## src/rtl/pipe_pkg.sv

```systemverilog
// Shared pipeline definitions: widths, instruction field layout, op codes and
// the instruction decoder used by the decode/issue stage.
package pipe_pkg;
  localparam int DATA_W       = 16;
  localparam int NUM_REGS_DEF = 8;
  localparam int INSTR_W      = 16;
  localparam int ADDR_W       = 4;

  localparam int WRD_BIT  = 15;
  localparam int USE1_BIT = 14;
  localparam int USE2_BIT = 13;
  localparam int OP_HI    = 12;
  localparam int OP_LO    = 11;
  localparam int RD_HI    = 10;
  localparam int RD_LO    = 8;
  localparam int RS1_HI   = 7;
  localparam int RS1_LO   = 5;
  localparam int RS2_HI   = 4;
  localparam int RS2_LO   = 2;

  typedef enum logic [1:0] {
    OP_ADD = 2'd0,
    OP_SUB = 2'd1,
    OP_AND = 2'd2,
    OP_OR  = 2'd3
  } op_e;

  typedef struct packed {
    logic       writes_rd;
    logic       uses_rs1;
    logic       uses_rs2;
    op_e        op;
    logic [2:0] rd;
    logic [2:0] rs1;
    logic [2:0] rs2;
  } dec_t;

  function automatic dec_t decode(input logic [INSTR_W-1:0] instr);
    dec_t d;
    d.writes_rd = instr[WRD_BIT];
    d.uses_rs1  = instr[USE1_BIT];
    d.uses_rs2  = instr[USE2_BIT];
    d.op        = op_e'(instr[OP_HI:OP_LO]);
    d.rd        = instr[RD_HI:RD_LO];
    d.rs1       = instr[RS1_HI:RS1_LO];
    d.rs2       = instr[RS2_HI:RS2_LO];
    return d;
  endfunction
endpackage

```

## src/rtl/reg_scoreboard.sv

```systemverilog
// Per-register busy bits: set by issue, cleared by writeback or by killing the
// instruction held in EX. A set always wins over a clear of the same register.
module reg_scoreboard
  import pipe_pkg::*;
#(
  parameter int NUM_REGS = NUM_REGS_DEF
) (
  input  logic                clk,
  input  logic                rst,
  input  logic                set_en,
  input  logic [ADDR_W-1:0]   set_addr,
  input  logic                clr_en,
  input  logic [ADDR_W-1:0]   clr_addr,
  input  logic                kill_en,
  input  logic [ADDR_W-1:0]   kill_addr,
  output logic [NUM_REGS-1:0] busy
);
  logic [NUM_REGS-1:0] busy_q;
  logic [NUM_REGS-1:0] busy_d;

  // Addresses at or above NUM_REGS simply never match any index.
  always_comb begin
    busy_d = busy_q;
    for (int i = 0; i < NUM_REGS; i++) begin
      busy_d[i] = (set_en && set_addr == ADDR_W'(i)) ||
                  (busy_q[i] && !(clr_en && clr_addr == ADDR_W'(i))
                             && !(kill_en && kill_addr == ADDR_W'(i)));
    end
  end

  always_ff @(posedge clk or negedge rst) begin
    if (!rst) busy_q <= '0;
    else      busy_q <= busy_d;
  end

  assign busy = busy_q;
endmodule

```

## src/rtl/decode_issue.sv

```systemverilog
// Decode/issue stage: decodes the fetched instruction, reads and bypasses
// operands, checks the scoreboard and issues into a single EX register.
module decode_issue
  import pipe_pkg::*;
#(
  parameter int N        = DATA_W,
  parameter int NUM_REGS = NUM_REGS_DEF
) (
  input  logic                clk,
  input  logic                rst,
  input  logic                if_valid,
  input  logic [15:0]         if_instr,
  output logic                if_ready,
  output logic [3:0]          rf_read_addr1,
  output logic [3:0]          rf_read_addr2,
  input  logic [N-1:0]        rf_read_data1,
  input  logic [N-1:0]        rf_read_data2,
  input  logic                wb_en,
  input  logic [3:0]          wb_addr,
  input  logic [N-1:0]        wb_data,
  input  logic                flush,
  output logic                ex_valid,
  input  logic                ex_ready,
  output logic [1:0]          ex_op,
  output logic [3:0]          ex_rd,
  output logic                ex_wen,
  output logic [N-1:0]        ex_a,
  output logic [N-1:0]        ex_b,
  output logic [NUM_REGS-1:0] busy,
  output logic [15:0]         stall_count
);
  dec_t          dec;
  logic [7:0]    busy8;
  logic [7:0]    wb_hit8;
  logic [7:0]    busy_eff;
  logic          hazard;
  logic          can_accept;
  logic          issue;
  logic [N-1:0]  op_a;
  logic [N-1:0]  op_b;
  logic          unused_bits;

  logic          ex_valid_q, ex_valid_d;
  op_e           ex_op_q, ex_op_d;
  logic [3:0]    ex_rd_q, ex_rd_d;
  logic          ex_wen_q, ex_wen_d;
  logic [N-1:0]  ex_a_q, ex_a_d;
  logic [N-1:0]  ex_b_q, ex_b_d;
  logic [15:0]   stall_count_q, stall_count_d;

  assign dec           = decode(if_instr);
  assign unused_bits   = ^if_instr[1:0];
  assign rf_read_addr1 = {1'b0, dec.rs1};
  assign rf_read_addr2 = {1'b0, dec.rs2};

  // 3-bit register fields can only reach the low eight busy bits.
  generate
    if (NUM_REGS >= 8) begin : g_busy_wide
      assign busy8 = busy[7:0];
    end else begin : g_busy_narrow
      assign busy8 = {{(8-NUM_REGS){1'b0}}, busy};
    end
  endgenerate

  generate
    for (genvar gi = 0; gi < 8; gi++) begin : g_wb_hit
      assign wb_hit8[gi] = wb_en && (wb_addr == 4'(gi));
    end
  endgenerate

  assign busy_eff = busy8 & ~wb_hit8;

  always_comb begin
    hazard = if_valid && ((dec.uses_rs1  && busy_eff[dec.rs1]) ||
                          (dec.uses_rs2  && busy_eff[dec.rs2]) ||
                          (dec.writes_rd && busy_eff[dec.rd]));
    can_accept = !ex_valid_q || ex_ready;
    if_ready   = rst && can_accept && !hazard && !flush;
    issue      = if_valid && if_ready;
    op_a = (wb_en && wb_addr == rf_read_addr1) ? wb_data : rf_read_data1;
    op_b = (wb_en && wb_addr == rf_read_addr2) ? wb_data : rf_read_data2;
  end

  always_comb begin
    ex_valid_d    = ex_valid_q;
    ex_op_d       = ex_op_q;
    ex_rd_d       = ex_rd_q;
    ex_wen_d      = ex_wen_q;
    ex_a_d        = ex_a_q;
    ex_b_d        = ex_b_q;
    stall_count_d = stall_count_q;
    if (flush) begin
      ex_valid_d = 1'b0;
    end else if (issue) begin
      ex_valid_d = 1'b1;
      ex_op_d    = dec.op;
      ex_rd_d    = {1'b0, dec.rd};
      ex_wen_d   = dec.writes_rd;
      ex_a_d     = op_a;
      ex_b_d     = op_b;
    end else if (ex_ready) begin
      ex_valid_d = 1'b0;
    end
    if (if_valid && !if_ready && stall_count_q != 16'hFFFF) begin
      stall_count_d = stall_count_q + 16'd1;
    end
  end

  always_ff @(posedge clk or negedge rst) begin
    if (!rst) begin
      ex_valid_q    <= 1'b0;
      ex_op_q       <= OP_ADD;
      ex_rd_q       <= '0;
      ex_wen_q      <= 1'b0;
      ex_a_q        <= '0;
      ex_b_q        <= '0;
      stall_count_q <= '0;
    end else begin
      ex_valid_q    <= ex_valid_d;
      ex_op_q       <= ex_op_d;
      ex_rd_q       <= ex_rd_d;
      ex_wen_q      <= ex_wen_d;
      ex_a_q        <= ex_a_d;
      ex_b_q        <= ex_b_d;
      stall_count_q <= stall_count_d;
    end
  end

  reg_scoreboard #(.NUM_REGS(NUM_REGS)) u_scoreboard (
    .clk       (clk),
    .rst       (rst),
    .set_en    (issue && dec.writes_rd),
    .set_addr  ({1'b0, dec.rd}),
    .clr_en    (wb_en),
    .clr_addr  (wb_addr),
    .kill_en   (flush && ex_valid_q && ex_wen_q),
    .kill_addr (ex_rd_q),
    .busy      (busy)
  );

  assign ex_valid    = ex_valid_q;
  assign ex_op       = ex_op_q;
  assign ex_rd       = ex_rd_q;
  assign ex_wen      = ex_wen_q;
  assign ex_a        = ex_a_q;
  assign ex_b        = ex_b_q;
  assign stall_count = stall_count_q;
endmodule

```

## config.mk

```make
export PLATFORM = sky130hd
export DESIGN_NAME = decode_issue
export DESIGN_NICKNAME = d
export VERILOG_FILES = /design/src/rtl/pipe_pkg.sv /design/src/rtl/reg_scoreboard.sv /design/src/rtl/decode_issue.sv
export SDC_FILE = /design/constraint.sdc
export NUM_CORES = 1
export LEC_CHECK = 0
export ABC_AREA = 1
export CELL_PAD_IN_SITES_DETAIL_PLACEMENT = 0
export CELL_PAD_IN_SITES_GLOBAL_PLACEMENT = 1
export CORE_MARGIN = 3
export CORE_UTILIZATION = 28
export CTS_BUF_LIST = sky130_fd_sc_hd__clkbuf_2
export CTS_CLUSTER_DIAMETER = 200
export DETAILED_ROUTE_END_ITERATION = 10
export HOLD_SLACK_MARGIN = 0.08
export PLACE_DENSITY_LB_ADDON = 0.08
export SYNTH_ARGS = -nofsm -noshare
export SYNTH_HDL_FRONTEND = slang
export SYNTH_SLANG_ARGS = --single-unit
```

## constraint.sdc

```tcl
create_clock -name clk -period 1.5 [get_ports clk]
set_input_delay 0.15 -clock clk [delete_from_list [all_inputs] [get_ports clk]]
set_output_delay 0.15 -clock clk [all_outputs]
set_load 0.02 [all_outputs]
```

==> results.py <==
metrics = {
    "sta": {
        "finalSetupViolCount": 64,
        "hold_slack_ps": 176.2,
        "slew_violations": 0,
        "rsz0062_at_grt": "yes",
        "period_share_pct": 135.2,
        "tightestPinTransition_ps": 870.0,
        "setup_ws_ps": -528.2,
        "finalHoldViolations": 0,
        "post-route-min-period_ps": 2028,
        "slew_headroom_pct": 42.00,
        "fmax_mhz": 493.1,
        "final.setup_skew_ps": 45.30,
    },
    "placed_design": {
        "place_congestion": 0.8701,
        "placed_cell_area_um2": 5863,
        "post-dp-hpwl_um": 9555,
        "io_buffer_count": 141,
        "pre_cts_slack_ps": -1015,
    },
    "logic_synthesis": {
        "ys_types": 31,
        "synthCells": 543,
        "synth_top_area_share_pct": 41.97,
        "yosys_register_bits": 63,
        "synth_area_leaders": "dfrtp_1, nand2_1, inv_1",
        "synth_area_um2": 3756,
        "synth-seq-area-share_pct": 41.97,
        "ys_warn_count": 0,
        "syn_area_per_cell_um2": 6.917,
        "synth_top_area_cell": "dfrtp_1",
    },
    "cells_and_area": {
        "final-seq-area_um2": 1589,
        "nets": 844,
        "area_delta_synth_final_pct": 73.25,
        "final_common_cell": "nand2_1",
        "final_cell_mix": "nand2_1, buf_4, clkdlybuf4s50_1, inv_1, dfrtp_1",
        "post-route-util_pct": 50.54,
        "n_fill_cell": 1310,
        "final_area_um2": 6507,
        "drive_above_1_share_pct": 29.97,
        "multiInputGateArea_um2": 2048,
        "antenna_cells": 0,
    },
    "critical_path": {
        "slowest_delay_ps": 520,
        "cpMaxStageDelayCell": "clkdlybuf4s50_1",
        "crit_family": "simple AND/OR/NAND/NOR gates",
        "worstSetupPathDepth": 14,
        "worstSetupPathType": "input pin to output port",
        "crit_chain": "clkdlybuf4s50_1 > nor2_2 > buf_4 > nand2_1 > nand2_2 > nand2_1 > nand3_1 > nand3_1 > nand3_1 > nand3_2 > nand2_2 > nand2_4 > inv_4 > buf_6",
        "crit_path_max_fanout": 4,
        "crit_required_ps": 1350,
        "crit_buf_inv": 4,
        "reg2reg_depth": 16,
        "setup.worst_path.end_class": "output port",
        "timing.critical_path.mode_cell": "nand3_1",
        "critical_path_arrival_ps": 1880,
        "startpoint_type": "input pin",
    },
    "clock_tree": {
        "cts_buffers": 9,
        "cts-root-buf": "clkbuf_2",
        "h-tree-depth": 3,
        "cts_tree": "built",
        "clock-sinks": 63,
        "clockBufferDepth": 2,
        "clk_pin_slew_worst_paths_ps": 210,
        "clk_latency_ps": 550,
    },
    "route": {
        "drt_iter0_markers": 195,
        "wl_per_cell_um": 14.44,
        "drt_wl_total_um": 13660,
        "postRouteAntennaNets": 0,
        "via_count": 4271,
        "drc_errors": 0,
        "dr.pass1.iters": 4,
        "vias_per_cell": 4.515,
    },
    "floorplan": {
        "dieArea_um2": 14840,
        "pin_count": 147,
        "die_h_um": 121.8,
        "rows": 41,
        "core_area_um2": 12880,
        "fp.dieW_um": 121.8,
        "start_util_pct": 29.17,
    },
    "outcome": {
        "violations": "negative setup slack",
        "status": "finished, violations left",
    },
    "min_path": {
        "worstHoldPathType": "input pin to register",
        "hold_depth": 3,
    },
    "power_and_ir_drop": {
        "power.static_leakage_nw": 3.442,
        "vdd_drop_max_v": 0.0004252,
        "power_density_nw_per_um2": 892.5,
    },
    "grt": {
        "grt_pass1_vias": 4287,
        "grt_first_pass_wirelength_um": 21450,
        "grt_use_total_pct": 18.61,
        "globalRouteOverflowTotal": 0,
        "grt_max_degree": 64,
        "antenna_found_initial": 0,
    },
    "run": {
        "drv_cap": 0,
    },
}
==> synth_stat cells (all sizes together) <==
cell and instances:
nand3 42, ha 1, a21oi 3, buf 20, clkbuf 9, conb 1
inv 60, dfrtp 63, nand3b 1, o21bai 3, o22ai 5, o21ai 41
nor3 11, o211ai 2, a221oi 2, a211oi 1, nor2 22, a31oi 1
nand2 228, nor4 2, nand4 17, xor2 8
==> sequential cells by signal, summed over array words and instances (netlist names) <==
name,cells
ex_a,16
stall_count,16
ex_op,2
ex_valid,1
ex_b,16
ex_rd,3
u_scoreboard.busy,8
ex_wen,1
==> layout make-up <==
type	count	share of cell area (%)
Multi-Input combinational cell	393	31.47
Tap cell	172	3.307
Clock buffer	11	0.8460
Inverter	60	3.499
Clock inverter	5	0.7691
Sequential cell	63	24.42
Timing Repair Buffer	242	35.69
==> worst register-to-register path, delay by kind of cell, from the launching register on <==
| kind | cells | cell delay [ps] |
|---|---|---|
| AOI/OAI and AO/OA | 1 | 90 |
| buffers and inverters | 5 | 660 |
| DFF | 1 | 470 |
| and+or+nand+nor | 10 | 720 |
==> where the power goes <==
group | internal [W] | switching, W | leakage [nW]
sequential | 0.00203 | 0.000231 | 0.812
clock | 0.000385 | 0.000669 | 0.0670
combinational | 0.00119 | 0.00131 | 2.56
total | 0.00360 | 0.00221 | 3.44
==> per-layer routing <==
metal	wire, µm	global-route usage [%]
met1	6014	22.97
met5	0	0
met2	6348	30.80
met3	1016	5.478
met4	278	6.933
==> stage by stage <==
step	power (W)	TNS, ps	instances
2_1_floorplan	0.003355	-4763	545
3_3_place_gp	0.004702	-56300	902
4_1_cts	0.005891	-23640	947
3_5_place_dp	0.004710	-55010	902
5_1_grt	0.006201	-25970	946
6_report	0.005808	-22630	946
==> final timing paths <==
path                                           startpoint                             end  slack [ps]
min reg2reg                          ex_b[13]$_DFFE_PN0P_            ex_b[13]$_DFFE_PN0P_         500
max                                            wb_addr[3]                        if_ready        -530
min in group asynchronous                             rst            ex_op[0]$_DFFE_PN0P_         360
max reg2reg                u_scoreboard.busy[5]$_DFF_PN0_            ex_b[13]$_DFFE_PN0P_        -450
min                                          if_instr[11]            ex_op[0]$_DFFE_PN0P_         180
max in group asynchronous                             rst  u_scoreboard.busy[5]$_DFF_PN0_         500
==> kinds of logic after synthesis <==
logic type      Yosys count  synth area share (%)
flops                    63                 41.97
fa+ha+maj                 1                0.3331
compound gates           58                 8.628
simple gates            323                 36.18
buf+inv                  89                 10.93
xor+xnor                  8                 1.865
other cells               1               0.09984
==> what timing repair did <==
action | 4_1_cts | 5_1_grt
pin swaps | 3 | 13
hold buffers | 2 | 0
resized for setup | 228 | 87
gates cloned | 6 | 1
endpoints found under the setup margin | 132 | 88
buffers inserted | 22 | 13
endpoints found under the hold margin | 64 | 0
Note: power is estimated with default switching activity, not from simulation.
